--- config.mk ---
export PLATFORM = sky130hd
export DESIGN_NAME = stream_mux_arb
export DESIGN_NICKNAME = d
export VERILOG_FILES = /design/src/rtl/stream_mux_pkg.sv /design/src/rtl/rr_arbiter.sv /design/src/rtl/stream_mux_arb.sv
export SDC_FILE = /design/constraint.sdc
export NUM_CORES = 1
export LEC_CHECK = 0
export BUFFER_PORTS_ARGS = -buffer_cell sky130_fd_sc_hd__buf_2
export CAP_MARGIN = 10
export CORE_MARGIN = 2
export CORE_UTILIZATION = 48
export CTS_BUF_LIST = sky130_fd_sc_hd__clkbuf_8
export DETAILED_ROUTE_END_ITERATION = 8
export GPL_TIMING_DRIVEN = 0
export MAX_ROUTING_LAYER = met4
export PLACE_DENSITY = 0.82
export SETUP_SLACK_MARGIN = 0.15
export SYNTH_ARGS = -nofsm -noshare
export SYNTH_HDL_FRONTEND = slang
export SYNTH_HIERARCHICAL = 1
export SYNTH_SLANG_ARGS = --single-unit
--- constraint.sdc ---
create_clock -name clk -period 3.4 [get_ports clk]
set_clock_uncertainty 0.1 [all_clocks]
set_input_delay 0.34 -clock clk [delete_from_list [all_inputs] [get_ports clk]]
set_output_delay 0.34 -clock clk [all_outputs]
set_load 0.05 [all_outputs]
--- src/rtl/stream_mux_pkg.sv ---
// ---------------------------------------------------------------------------
// stream_mux_pkg
//   Shared types and helpers for the stream_mux_arb block.
//   - arb_state_e   : arbiter FSM state (IDLE = free to arbitrate,
//                     LOCKED = grant pinned to one channel until end-of-packet)
//   - MAX_CH        : widest request vector onehot_to_idx can encode
//   - onehot_to_idx : one-hot (or zero) vector -> binary index
// ---------------------------------------------------------------------------
package stream_mux_pkg;

  typedef enum logic {
    ARB_IDLE   = 1'b0,
    ARB_LOCKED = 1'b1
  } arb_state_e;

  localparam int unsigned MAX_CH = 64;

  // ORing the positions of all set bits yields the index when at most one bit
  // is set, and needs no priority chain.
  function automatic int unsigned onehot_to_idx(input logic [MAX_CH-1:0] oh);
    int unsigned idx;
    idx = 0;
    for (int i = 0; i < MAX_CH; i++) begin
      if (oh[i]) idx = idx | unsigned'(i);
    end
    return idx;
  endfunction

endpackage

--- src/rtl/rr_arbiter.sv ---
// ---------------------------------------------------------------------------
// rr_arbiter
//   Combinational arbiter, round-robin (RR_MODE=1) or fixed lowest-index
//   priority (RR_MODE=0).
//   Ports:
//     req     in  [NUM_CH]  request vector
//     ptr     in  [SEL_W]   highest-priority channel in round-robin mode
//     gnt     out [NUM_CH]  one-hot grant, zero when no request
//     gnt_idx out [SEL_W]   binary index of gnt
//     gnt_any out           at least one request present
// ---------------------------------------------------------------------------
module rr_arbiter
  import stream_mux_pkg::*;
#(
  parameter  int NUM_CH  = 4,
  parameter  bit RR_MODE = 1'b1,
  localparam int SEL_W   = (NUM_CH > 1) ? $clog2(NUM_CH) : 1
) (
  input  logic [NUM_CH-1:0] req,
  input  logic [SEL_W-1:0]  ptr,
  output logic [NUM_CH-1:0] gnt,
  output logic [SEL_W-1:0]  gnt_idx,
  output logic              gnt_any
);

  logic [2*NUM_CH-1:0] w_dbl_req;
  logic [2*NUM_CH-1:0] w_mask;
  logic [2*NUM_CH-1:0] w_hit;

  // The request vector is duplicated and the lower copy masked below ptr, so
  // the lowest surviving bit is the first requester at or after ptr with the
  // wrap-around handled by the upper copy.
  // NOTE: every always_comb output gets a default before any condition so no
  // path leaves it unassigned, which would infer a latch.
  always_comb begin
    w_dbl_req = {req, req};
    w_mask    = '1;
    for (int i = 0; i < 2 * NUM_CH; i++) begin
      if (RR_MODE) w_mask[i] = (i >= int'(ptr));
    end
    w_hit = w_dbl_req & w_mask;
    gnt   = '0;
    // Scan downwards so the lowest hit is the last one written.
    for (int i = 2 * NUM_CH - 1; i >= 0; i--) begin
      if (w_hit[i]) gnt = NUM_CH'(1) << (i % NUM_CH);
    end
  end

  assign gnt_any = |req;
  assign gnt_idx = SEL_W'(onehot_to_idx(MAX_CH'(gnt)));

endmodule

--- src/rtl/stream_mux_arb.sv ---
// ---------------------------------------------------------------------------
// stream_mux_arb
//   NUM_CH-to-1 valid/ready stream multiplexer with internal arbitration,
//   optional packet locking and a registered output stage.
//   Ports:
//     clk, rst_n  clock, asynchronous active-low reset
//     in_valid    [NUM_CH]         per-channel valid
//     in_ready    [NUM_CH]         per-channel ready, at most one bit high
//     in_data     [NUM_CH*DATA_W]  channel i payload at [i*DATA_W +: DATA_W]
//     in_last     [NUM_CH]         per-channel end-of-packet
//     out_valid/out_ready/out_data/out_last  registered output stream
//     out_sel     [SEL_W]          channel that sourced the current beat
// ---------------------------------------------------------------------------
module stream_mux_arb
  import stream_mux_pkg::*;
#(
  parameter  int NUM_CH       = 4,
  parameter  int DATA_W       = 8,
  parameter  bit RR_MODE      = 1'b1,
  parameter  bit LOCK_ON_LAST = 1'b1,
  localparam int SEL_W        = (NUM_CH > 1) ? $clog2(NUM_CH) : 1
) (
  input  logic                     clk,
  input  logic                     rst_n,
  input  logic [NUM_CH-1:0]        in_valid,
  output logic [NUM_CH-1:0]        in_ready,
  input  logic [NUM_CH*DATA_W-1:0] in_data,
  input  logic [NUM_CH-1:0]        in_last,
  output logic                     out_valid,
  input  logic                     out_ready,
  output logic [DATA_W-1:0]        out_data,
  output logic                     out_last,
  output logic [SEL_W-1:0]         out_sel
);

  arb_state_e          r_state;
  arb_state_e          w_state_nxt;
  logic [SEL_W-1:0]    r_lock_ch;
  logic [SEL_W-1:0]    r_ptr;
  logic                r_out_valid;
  logic [DATA_W-1:0]   r_out_data;
  logic                r_out_last;
  logic [SEL_W-1:0]    r_out_sel;

  logic [NUM_CH-1:0]   w_arb_gnt;
  logic [SEL_W-1:0]    w_arb_idx;
  logic                w_arb_any;
  logic [NUM_CH-1:0]   w_gnt;
  logic [SEL_W-1:0]    w_gnt_idx;
  logic                w_take;
  logic                w_xfer;
  logic [DATA_W-1:0]   w_ch_data [NUM_CH];
  logic [DATA_W-1:0]   w_sel_data;
  logic                w_sel_last;
  logic [SEL_W-1:0]    w_ptr_inc;

  rr_arbiter #(
    .NUM_CH  (NUM_CH),
    .RR_MODE (RR_MODE)
  ) u_arb (
    .req     (in_valid),
    .ptr     (r_ptr),
    .gnt     (w_arb_gnt),
    .gnt_idx (w_arb_idx),
    .gnt_any (w_arb_any)
  );

  for (genvar g = 0; g < NUM_CH; g++) begin : g_split
    assign w_ch_data[g] = in_data[g*DATA_W +: DATA_W];
  end

  // The output register can take a beat when empty or being drained.
  assign w_take     = ~r_out_valid | out_ready;
  // in_ready is forced low during reset so nothing is taken while the
  // registers are being cleared.
  assign in_ready   = rst_n ? (w_gnt & {NUM_CH{w_take}}) : '0;
  assign w_xfer     = |(in_valid & in_ready);
  assign w_sel_data = w_ch_data[w_gnt_idx];
  assign w_sel_last = in_last[w_gnt_idx];
  assign w_ptr_inc  = (w_gnt_idx == SEL_W'(NUM_CH - 1)) ? '0 : w_gnt_idx + SEL_W'(1);

  // State register.
  // NOTE: sequential blocks use non-blocking assignments so every register
  // samples pre-edge values regardless of statement order.
  always_ff @(posedge clk or negedge rst_n) begin
    if (!rst_n) r_state <= ARB_IDLE;
    else        r_state <= w_state_nxt;
  end

  // Next-state logic. The lock is only ever entered when LOCK_ON_LAST is set.
  always_comb begin
    w_state_nxt = r_state;
    unique case (r_state)
      ARB_IDLE:   if (LOCK_ON_LAST && w_xfer && !w_sel_last) w_state_nxt = ARB_LOCKED;
      ARB_LOCKED: if (w_xfer && w_sel_last)                  w_state_nxt = ARB_IDLE;
      default:                                               w_state_nxt = ARB_IDLE;
    endcase
  end

  // Grant output: while locked the grant stays on lock_ch even if that channel
  // is idle, which produces bubbles instead of letting another channel in.
  always_comb begin
    w_gnt     = w_arb_any ? w_arb_gnt : '0;
    w_gnt_idx = w_arb_idx;
    if (r_state == ARB_LOCKED) begin
      w_gnt     = NUM_CH'(1) << r_lock_ch;
      w_gnt_idx = r_lock_ch;
    end
  end

  // Lock channel and round-robin pointer.
  always_ff @(posedge clk or negedge rst_n) begin
    if (!rst_n) begin
      r_lock_ch <= '0;
      r_ptr     <= '0;
    end else begin
      if (r_state == ARB_IDLE && w_state_nxt == ARB_LOCKED) r_lock_ch <= w_gnt_idx;
      if (w_xfer && (w_sel_last || !LOCK_ON_LAST))          r_ptr     <= w_ptr_inc;
    end
  end

  // Output register: load on accept, otherwise drain when the consumer takes.
  always_ff @(posedge clk or negedge rst_n) begin
    if (!rst_n) begin
      r_out_valid <= 1'b0;
      r_out_data  <= '0;
      r_out_last  <= 1'b0;
      r_out_sel   <= '0;
    end else if (w_xfer) begin
      r_out_valid <= 1'b1;
      r_out_data  <= w_sel_data;
      r_out_last  <= w_sel_last;
      r_out_sel   <= w_gnt_idx;
    end else if (out_ready) begin
      r_out_valid <= 1'b0;
    end
  end

  assign out_valid = r_out_valid;
  assign out_data  = r_out_data;
  assign out_last  = r_out_last;
  assign out_sel   = r_out_sel;

endmodule

; ---- Yosys cells after proc, flatten, opt, wreduce, memory -nomap -nowiden
; Cells that the tools add are included.
; Widths: inputs -> output; s select.
[classes]
n_addsub = 1
magnitude_cmp = 5
n_eq_ne = 1
shift = 1
mux = 26
bitwise = 7
reduce_logical = 7
[op_table]
columns = cell, count
row1 = $mux 4, 11
row2 = $bmux 8 s2, 1
row3 = $mux 8, 2
row4 = $and 4x4->4, 2
row5 = $and 8x8->8, 1
row6 = $mux 2, 4
row7 = $reduce_or 4->1, 2
row8 = $mux 1, 6
row9 = $ge 1x2->1 const A, 2
row10 = $shl 1x2->4 const A, 1
row11 = $ge 3x3->1 const B, 1
row12 = $logic_and 1x1->1, 3
row13 = $lt 2x3->1 const B, 1
row14 = $not 2->3, 1
row15 = $add 2x1->2 const B, 1
row16 = $bmux 1 s2, 1
row17 = $eq 2x2->1 const B, 1
row18 = $ge 2x2->1 const A, 1
row19 = $not 1->1, 2
row20 = $pmux 1 s2, 1
row21 = $reduce_bool 2->1, 1
row22 = $logic_not 1->1, 1
row23 = $or 1x1->1, 1
[word_totals]
reg_bits = 17
wordCells = 55

; ---- Depth between registers and ports, before layout
; Gate-level depths: netlist of the first run.
[logic_depth]
depth_word = 21
depth_mapped = 10

; ---- Hierarchy
; Netlist of the first run, hierarchy kept.
[by_module_without_submodules]
columns = module, n_inst, cells_each, area_each_um2
row1 = stream_mux_arb, 1, 84, 1069.8
row2 = rr_arbiter, 1, 32, 200.2

; ---- Least setup slack after synthesis of the first run
; Ideal clock, no wire load.
[synth_path]
path_type = register to register
startpoint = reg r_ptr[1]
endpoint = reg r_out_data[3], in the netlist out_data[3]
t_arrival_ps = 2211
setup_slack_ps = 965
stages_incl_launch_ff = 9
period_less_slack_ps = 2435
path_cell_list = dfrtp_1 buf_6 mux2i_1 nor2_1 a311oi_1 mux2i_1 buf_6 mux4_2 mux2_2
[synth_via]
elab_chain_cells = 13
[synth_rtl]
columns = element, line
row1 = from (decl), stream_mux_arb.sv:39  ; logic [SEL_W-1:0] r_ptr;
row2 = from (signal assigned), stream_mux_arb.sv:118  ; if (w_xfer && (w_sel_last || !LOCK_ON_LAST)) r_ptr <= w_ptr_inc;
row3 = $ge 2x2->1, rr_arbiter.sv:39  ; if (RR_MODE) w_mask[i] = (i >= int'(ptr));
row4 = $and 8x8->8 (*), rr_arbiter.sv:41  ; w_hit = w_dbl_req & w_mask;
row5 = $mux 4 (2 in series), rr_arbiter.sv:45  ; if (w_hit[i]) gnt = NUM_CH'(1) << (i % NUM_CH);
row6 = $mux 4 (*), rr_arbiter.sv:45
row7 = $mux 1, stream_mux_pkg.sv:24  ; if (oh[i]) idx = idx | unsigned'(i);
row8 = $mux 2, stream_mux_pkg.sv:24
row9 = $mux 2 (*), stream_mux_pkg.sv:24
row10 = via w_arb_idx[0], stream_mux_arb.sv:46  ; logic [SEL_W-1:0] w_arb_idx;
row11 = $mux 2 (*), stream_mux_arb.sv:105  ; if (r_state == ARB_LOCKED) begin
row12 = $not 2->3 (not written as such) (*), stream_mux_arb.sv:78  ; assign w_sel_data = w_ch_data[w_gnt_idx];
row13 = $bmux 8 s2 (*), stream_mux_arb.sv:78
row14 = $mux 8 (not written as such) (*) (2 in series), stream_mux_arb.sv:78
row15 = to (signal assigned), stream_mux_arb.sv:131  ; r_out_data <= w_sel_data;
row16 = to (decl), stream_mux_arb.sv:41  ; logic [DATA_W-1:0] r_out_data;
; Mark *: on every way through the listed nets, which the timed path passes. The rest lies on a longest branch. The select of a mux whose other input is x is not followed.
; A chain may end at the register's enable or synchronous reset.

; ---- Worst setup path in the final report of the first run
[layout_path]
startpoint = reg r_ptr[1]
endpoint = reg r_out_data[5], in the netlist out_data[5]
[layout_rtl]
columns = element, line
row1 = $ge 2x2->1, rr_arbiter.sv:39
row2 = $and 8x8->8 (*), rr_arbiter.sv:41
row3 = $mux 4 (2 in series), rr_arbiter.sv:45
row4 = $mux 4 (*), rr_arbiter.sv:45
row5 = $mux 2, stream_mux_pkg.sv:24
row6 = $mux 2 (*), stream_mux_pkg.sv:24
row7 = via w_arb_idx[1], stream_mux_arb.sv:46
row8 = $mux 2 (*), stream_mux_arb.sv:105
row9 = $not 2->3 (not written as such) (*), stream_mux_arb.sv:78
row10 = $bmux 8 s2 (*), stream_mux_arb.sv:78
row11 = $mux 8 (not written as such) (*) (2 in series), stream_mux_arb.sv:78
; Marks and branches as above.

==> out/results.ini, run 1 <==
[critical_path]
endpoint_kind = flop
reg2reg_to = out_data[5]$_DFFE_PN0P_
rrSetupSlack_ns = 0.63
crit_arrival_ns = 2.81
crit_type = flop to flop
rr_worst_depth = 8
crit_fanout = 10
start_kind = flop
worst_ep_required_time_ns = 3.44
worstReg2RegStart = r_ptr[1]$_DFFE_PN0P_
cpPeakStageDelay_ns = 0.52
path_cells = buf_6, a21oi_1, o21ai_0, o2bb2a_1, mux2i_1, clkbuf_1, mux4_2, mux2_2
critPathSlowestCell = clkbuf_1
critPathLaunch = r_ptr[1]$_DFFE_PN0P_

[drt]
drc = 0
initialDrtViolationCount = 36
vias = 1164
dr_wl_met2_um = 1460
routed_wl_um = 2940
wl_met1_um = 1240
avgViaCountPerCell = 5.57
top_layer = met4
firstDrtPassIters = 4
post_drt_wl_per_cell_um = 14.1
met3_length_um = 195
ant_nets = 0

[yosys]
synth_mux_area_frac = 0.297
yosysTopAreaCellShare = 0.335
synth_compound_area_frac = 0.180
syn_avg_cell_area_um2 = 10.9
yosysTopAreaCell = dfrtp_1
synthArstFlopShare = 1.00
syn_nets = 159
synthSimpleGateAreaFrac = 0.119
seq_area_frac_synth = 0.335
synthTopCellsByArea = dfrtp_1, mux4_2, mux2_2, mux2i_1, a21oi_1
synth_top_family_by_area = multiplexers
synth_edf_count = 0
synth_xor_area_frac = 0.00690
syn-instance-count = 116
ys.warnings.count = 6
ys_ff_latch = 17
netlist_area_um2 = 1270
synth_cell_types = 37
ys.flop_type = dfrtp_1
synth_adder_area_share = 0

[sta]
hold_viol = 0
finalCritPeriodShare = 0.815
relSlewSlack = 0.582
fin_setup_tns_ns = 0
worstMarginPinSlew_ns = 0.610
rsz0062_at_grt = false
fmax_mhz = 361
slew_viol_final = 0
fin_crit_ns = 2.77
finalSetupViolCount = 0
setup_ws_ns = 0.628

[floorplanning]
core-area_um2 = 2500
die_area_um2 = 3070
start_util = 0.508
row_count = 18
pin_count = 59
die_x_um = 55.4
die_height_um = 55.4

[cells_and_area]
diodes = 0
fin_area_um2 = 1650
fillers = 200
drive_gt1_frac = 0.520
areaGrowthSynthToFinish_pct = 30.2
final_common_cell = buf_2
nNetsFinal = 223
layout_common_cells = buf_2, dfrtp_1, mux2_2, nor2_1

[hold_path]
holdPathStages = 3
worst_hold_path.endpoint = out_valid$_DFFE_PN0P_
min_from = out_ready
min_path_type = input port to flop

[pwr]
power.density_nw_per_um2 = 1000
p_leak_nw = 0.817
irDropWorstVdd_mv = 0.658

[place]
portBuffers = 58
dpl_cell_area_um2 = 1600
pre_cts_ws_ns = 0.582
routabilityCongestion = 0.846
hpwl_um = 2350

[flow_run]
maxCapViolCount = 0

[global_route]
grt_max_degree = 20
grt-ovfl-total = 0
grt_pass1_wl_um = 4890
antenna_found_initial = 0
grtUsageTotal = 0.205
grt_pass1_vias = 1149

[cts]
cts_root_buf = clkbuf_8
clk_pin_slew_worst_paths_ns = 0.06
h-tree-depth = 1
cts_tree = yes
numCtsBuffers = 3
clockBufferDepth = 2
clock_latency_ns = 0.25
cts_sinks = 17

[run_status]
status = complete, no violations

[cells by family (layout without fill, tap and decap cells)]
| family | count (synthesis) | count (layout) |
|---|---|---|
| compound gates | 30 | 30 |
| xor+xnor | 1 | 1 |
| buf+inv | 14 | 77 |
| flops | 17 | 17 |
| mux | 26 | 26 |
| simple gates | 28 | 28 |
[Yosys cell counts, drive strengths merged (2+ instances only)]
cell type,n
dfrtp,17
mux2,13
nor2,10
a21oi,8
mux4,8
inv,6
o21ai,6
mux2i,5
a22oi,4
buf,4
clkbuf,4
nand2,4
nor2b,4
and3b,3
nand2b,3
o221a,2
[stage by stage]
step           hold slack, ns  utilization  instances  total power [mW]
2_1_floorplan         -0.0556            -        116              1.28
3_3_place_gp            0.185        0.639        204              1.47
3_5_place_dp            0.192        0.639        204              1.51
4_1_cts                 0.298        0.662        209              1.66
5_1_grt                 0.335        0.662        209              1.76
6_report                0.302        0.662        209              1.65
[registers in the layout, summed over array words and instances (netlist names)]
name	flops
r_state	1
out_data	8
out_sel	2
out_last	1
r_ptr	2
out_valid	1
r_lock_ch	2
[routing by layer]
layer | vias to the layer above | global-route usage
met1 | 542 | 0.254
li1 | 558 | -
met3 | 7 | 0.0328
met5 | - | -
met4 | 0 | 0.0767
met2 | 57 | 0.338
[worst max-delay path, delay by kind of cell, from the launching register on]
| family | cells | cell delay (ns) |
|---|---|---|
| buffers and inverters | 2 | 0.67 |
| AOI/OAI and AO/OA | 3 | 0.48 |
| muxes | 3 | 1.00 |
| DFF | 1 | 0.40 |
[area by class of cell]
class	instances	area, um^2	share of cell area
Clock buffer	3	41.3	0.0250
Sequential cell	17	425	0.257
Buffer	8	56.3	0.0340
Multi-Input combinational cell	85	766	0.463
Timing Repair Buffer	59	300	0.182
Clock inverter	1	5.00	0.00303
Inverter	6	22.5	0.0136
Tap cell	30	37.5	0.0227
[worst max-delay path by stage]
stage                                    to  slack [ns]  depth (start not counted)
floorplan           out_data[3]$_DFFE_PN0P_        0.96                          8
global placement    out_data[3]$_DFFE_PN0P_        0.65                          9
detailed placement  out_data[5]$_DFFE_PN0P_        0.58                          9
CTS                 out_data[5]$_DFFE_PN0P_        0.64                          8
global route        out_data[5]$_DFFE_PN0P_        0.46                          8
finish              out_data[5]$_DFFE_PN0P_        0.63                          8
[repair_timing]
| item | CTS | global route |
|---|---|---|
| hold endpoints to repair | 17 | 0 |
| gates resized for setup | 0 | 0 |
| hold buffers | 1 | 0 |
| setup buffers | 0 | 0 |
[power breakdown]
| group | leakage, nW | switching (mW) | internal (mW) |
|---|---|---|---|
| logic | 0.590 | 0.672 | 0.454 |
| clock network | 0.0255 | 0.0660 | 0.0812 |
| registers | 0.201 | 0.0728 | 0.308 |
| total | 0.817 | 0.811 | 0.843 |
Power figures use the tool's default switching activity.
==> run 2, diff against run 1 <==
clock period = 2.87 ns   (was 3.4 ns; I/O delays follow)
==> run 2 against run 1 <==
Compared with the run above:
- design area increased by 2.9%
- combinational power increased by 24%
- sequential cell count unchanged
- via count increased by 0.95%
- critical path type unchanged
- largest power group unchanged
==> out/results.ini, run 2 (synthesis gave the netlist of run 1 again) <==
[cts]
numCtsBuffers = 3  ; unchanged
clockBufferDepth = 2  ; unchanged
clk_pin_slew_worst_paths_ns = 0.07  ; was 0.06 ns
h-tree-depth = 1  ; unchanged
clock_latency_ns = 0.25  ; about the same
cts_sinks = 17  ; unchanged
cts_root_buf = clkbuf_8  ; unchanged
cts_tree = yes  ; unchanged

[critical_path]
crit_type = flop to flop  ; unchanged
worst_ep_required_time_ns = 2.91  ; was 3.44 ns
worstReg2RegStart = r_ptr[1]$_DFFE_PN0P_  ; unchanged
crit_fanout = 10  ; unchanged
start_kind = flop  ; unchanged
crit_end = r_lock_ch[1]$_DFFE_PN0P_  ; was out_data[5]$_DFFE_PN0P_
critPathSlowestCell = or3b_1  ; was clkbuf_1
rr_worst_depth = 9  ; was 8
rrSetupSlack_ns = 0.26  ; was 0.63 ns
crit_top_cell = a21oi_1
path_cells = buf_6, a21oi_1, o21ai_0, o2bb2a_1, mux2i_4, mux2i_1, a21oi_1, or3b_1, mux2_1  ; was buf_6, a21oi_1, o21ai_0, o2bb2a_1, mux2i_1, clkbuf_1, mux4_2, mux2_2
endpoint_kind = flop  ; unchanged
crit_arrival_ns = 2.65  ; was 2.81 ns
reg2reg_to = r_lock_ch[1]$_DFFE_PN0P_  ; was out_data[5]$_DFFE_PN0P_
critPathLaunch = r_ptr[1]$_DFFE_PN0P_  ; unchanged
cpPeakStageDelay_ns = 0.41  ; was 0.52 ns

[drt]
ant_nets = 0  ; unchanged
dr_wl_met2_um = 1460  ; about the same
firstDrtPassIters = 4  ; unchanged
avgViaCountPerCell = 5.54  ; was 5.57
initialDrtViolationCount = 45  ; was 36
routed_wl_um = 3060  ; was 2940 um
met3_length_um = 178  ; was 195 um
vias = 1175  ; was 1164
top_layer = met4  ; unchanged
drc = 0  ; unchanged
post_drt_wl_per_cell_um = 14.4  ; was 14.1 um
wl_met1_um = 1370  ; was 1240 um

[global_route]
grt-ovfl-total = 0  ; unchanged
grt_pass1_wl_um = 4870  ; was 4890 um
grt_pass1_vias = 1141  ; was 1149
grt_max_degree = 20  ; unchanged
antenna_found_initial = 0  ; unchanged
grtUsageTotal = 0.204  ; was 0.205

[pwr]
p_leak_nw = 0.835  ; was 0.817 nW
power.density_nw_per_um2 = 1200  ; was 1000 nW/um^2
irDropWorstVdd_mv = 0.813  ; was 0.658 mV

[cells_and_area]
drive_gt1_frac = 0.555  ; was 0.520
final_common_cell = buf_2  ; unchanged
areaGrowthSynthToFinish_pct = 34.0  ; was 30.2%
largest_reg_flops = 8  ; unchanged
diodes = 0  ; unchanged
layout_common_cells = buf_2, dfrtp_1, mux2_2, nor2_1  ; unchanged
nNetsFinal = 226  ; was 223
layoutNonFillerInstCount = 212  ; was 209
fillers = 191  ; was 200

[sta]
finalSetupViolCount = 0  ; unchanged
fmax_mhz = 382  ; was 361 MHz
rsz0062_at_grt = false  ; unchanged
slew_viol_final = 0  ; unchanged
fin_crit_ns = 2.61  ; was 2.77 ns
relSlewSlack = 0.695  ; was 0.582
worstMarginPinSlew_ns = 0.448  ; was 0.610 ns
hold_viol = 0  ; unchanged
finalCritPeriodShare = 0.911  ; was 0.815
fin_setup_tns_ns = 0  ; unchanged

[place]
routabilityCongestion = 0.846  ; unchanged
hpwl_um = 2350  ; unchanged
portBuffers = 58  ; unchanged
dp_cells = 204  ; unchanged

[floorplanning]
die_height_um = 55.4  ; unchanged
core-area_um2 = 2500  ; unchanged
pin_count = 59  ; unchanged
row_count = 18  ; unchanged
die_area_um2 = 3070  ; unchanged
start_util = 0.508  ; unchanged
die_x_um = 55.4  ; unchanged

[flow_run]
maxCapViolCount = 0  ; unchanged

[run_status]
status = complete, no violations  ; unchanged

[hold_path]
min_from = out_ready  ; unchanged
min_path_type = input port to flop  ; unchanged

## run 2: cell count changes in the layout (fill, tap and decap cells not counted), sizes merged
| cell | previous run | this run |
|---|---|---|
| buf | 62 | 65 |
## run 2: critical path, delay by kind of cell, from the launching register on
kind                   cells  cell delay, ns
buffers and inverters      1            0.16
flip-flops                 1            0.40
AND/OR/NAND/NOR            1            0.41
AO/OA/AOI/OAI              4            0.61
multiplexers               3            0.83
## run 2: final cells by class
cell class,count,area [um^2],area share
Timing Repair Buffer,62,323,0.190
Clock buffer,3,41.3,0.0243
Tap cell,30,37.5,0.0221
Clock inverter,1,5.00,0.00294
Buffer,8,58.8,0.0346
Sequential cell,17,425,0.250
Inverter,6,22.5,0.0132
Multi-Input combinational cell,85,788,0.463
## run 2: report_power, final
group / switching (mW) / total, mW / internal (mW)
clock network: 0.0816 / 0.178 / 0.0964
registers: 0.0907 / 0.455 / 0.365
logic: 0.820 / 1.40 / 0.582
total: 0.992 / 2.04 / 1.04
## run 2: stage by stage
stage	setup WS (ns)	utilization	instance area, um^2	power [mW]	hold slack (ns)
floorplan	0.435	-	1270	1.51	-0.109
global placement	0.171	0.639	1600	1.74	0.132
detailed placement	0.103	0.639	1600	1.79	0.139
CTS	0.196	0.666	1670	1.98	0.245
global route	0.135	0.681	1700	2.15	0.281
finish	0.256	0.681	1700	2.04	0.244
## run 2: repair_timing
item / CTS / global route
setup buffers: 0 / 3
gates resized for setup: 3 / 4
setup endpoints to repair: 8 / 5
hold buffers: 1 / 0
hold endpoints to repair: 17 / 0
gates cloned: 0 / 0
pin swaps: 0 / 1
## run 2: how the worst min path moves through the flow
stage / end / cells past startpoint
after detailed placement: out_data[6]$_DFFE_PN0P_ / 1
after global routing: out_valid$_DFFE_PN0P_ / 3
after global placement: out_data[6]$_DFFE_PN0P_ / 1
after CTS: out_valid$_DFFE_PN0P_ / 3
final: out_valid$_DFFE_PN0P_ / 3
after floorplan: out_data[0]$_DFFE_PN0P_ / 0
## run 2: layer usage
layer / track usage / vias up
met3: 0.0328 / 7
met1: 0.254 / 550
li1: - / 565
met2: 0.337 / 53
met5: - / -
met4: 0.0767 / 0
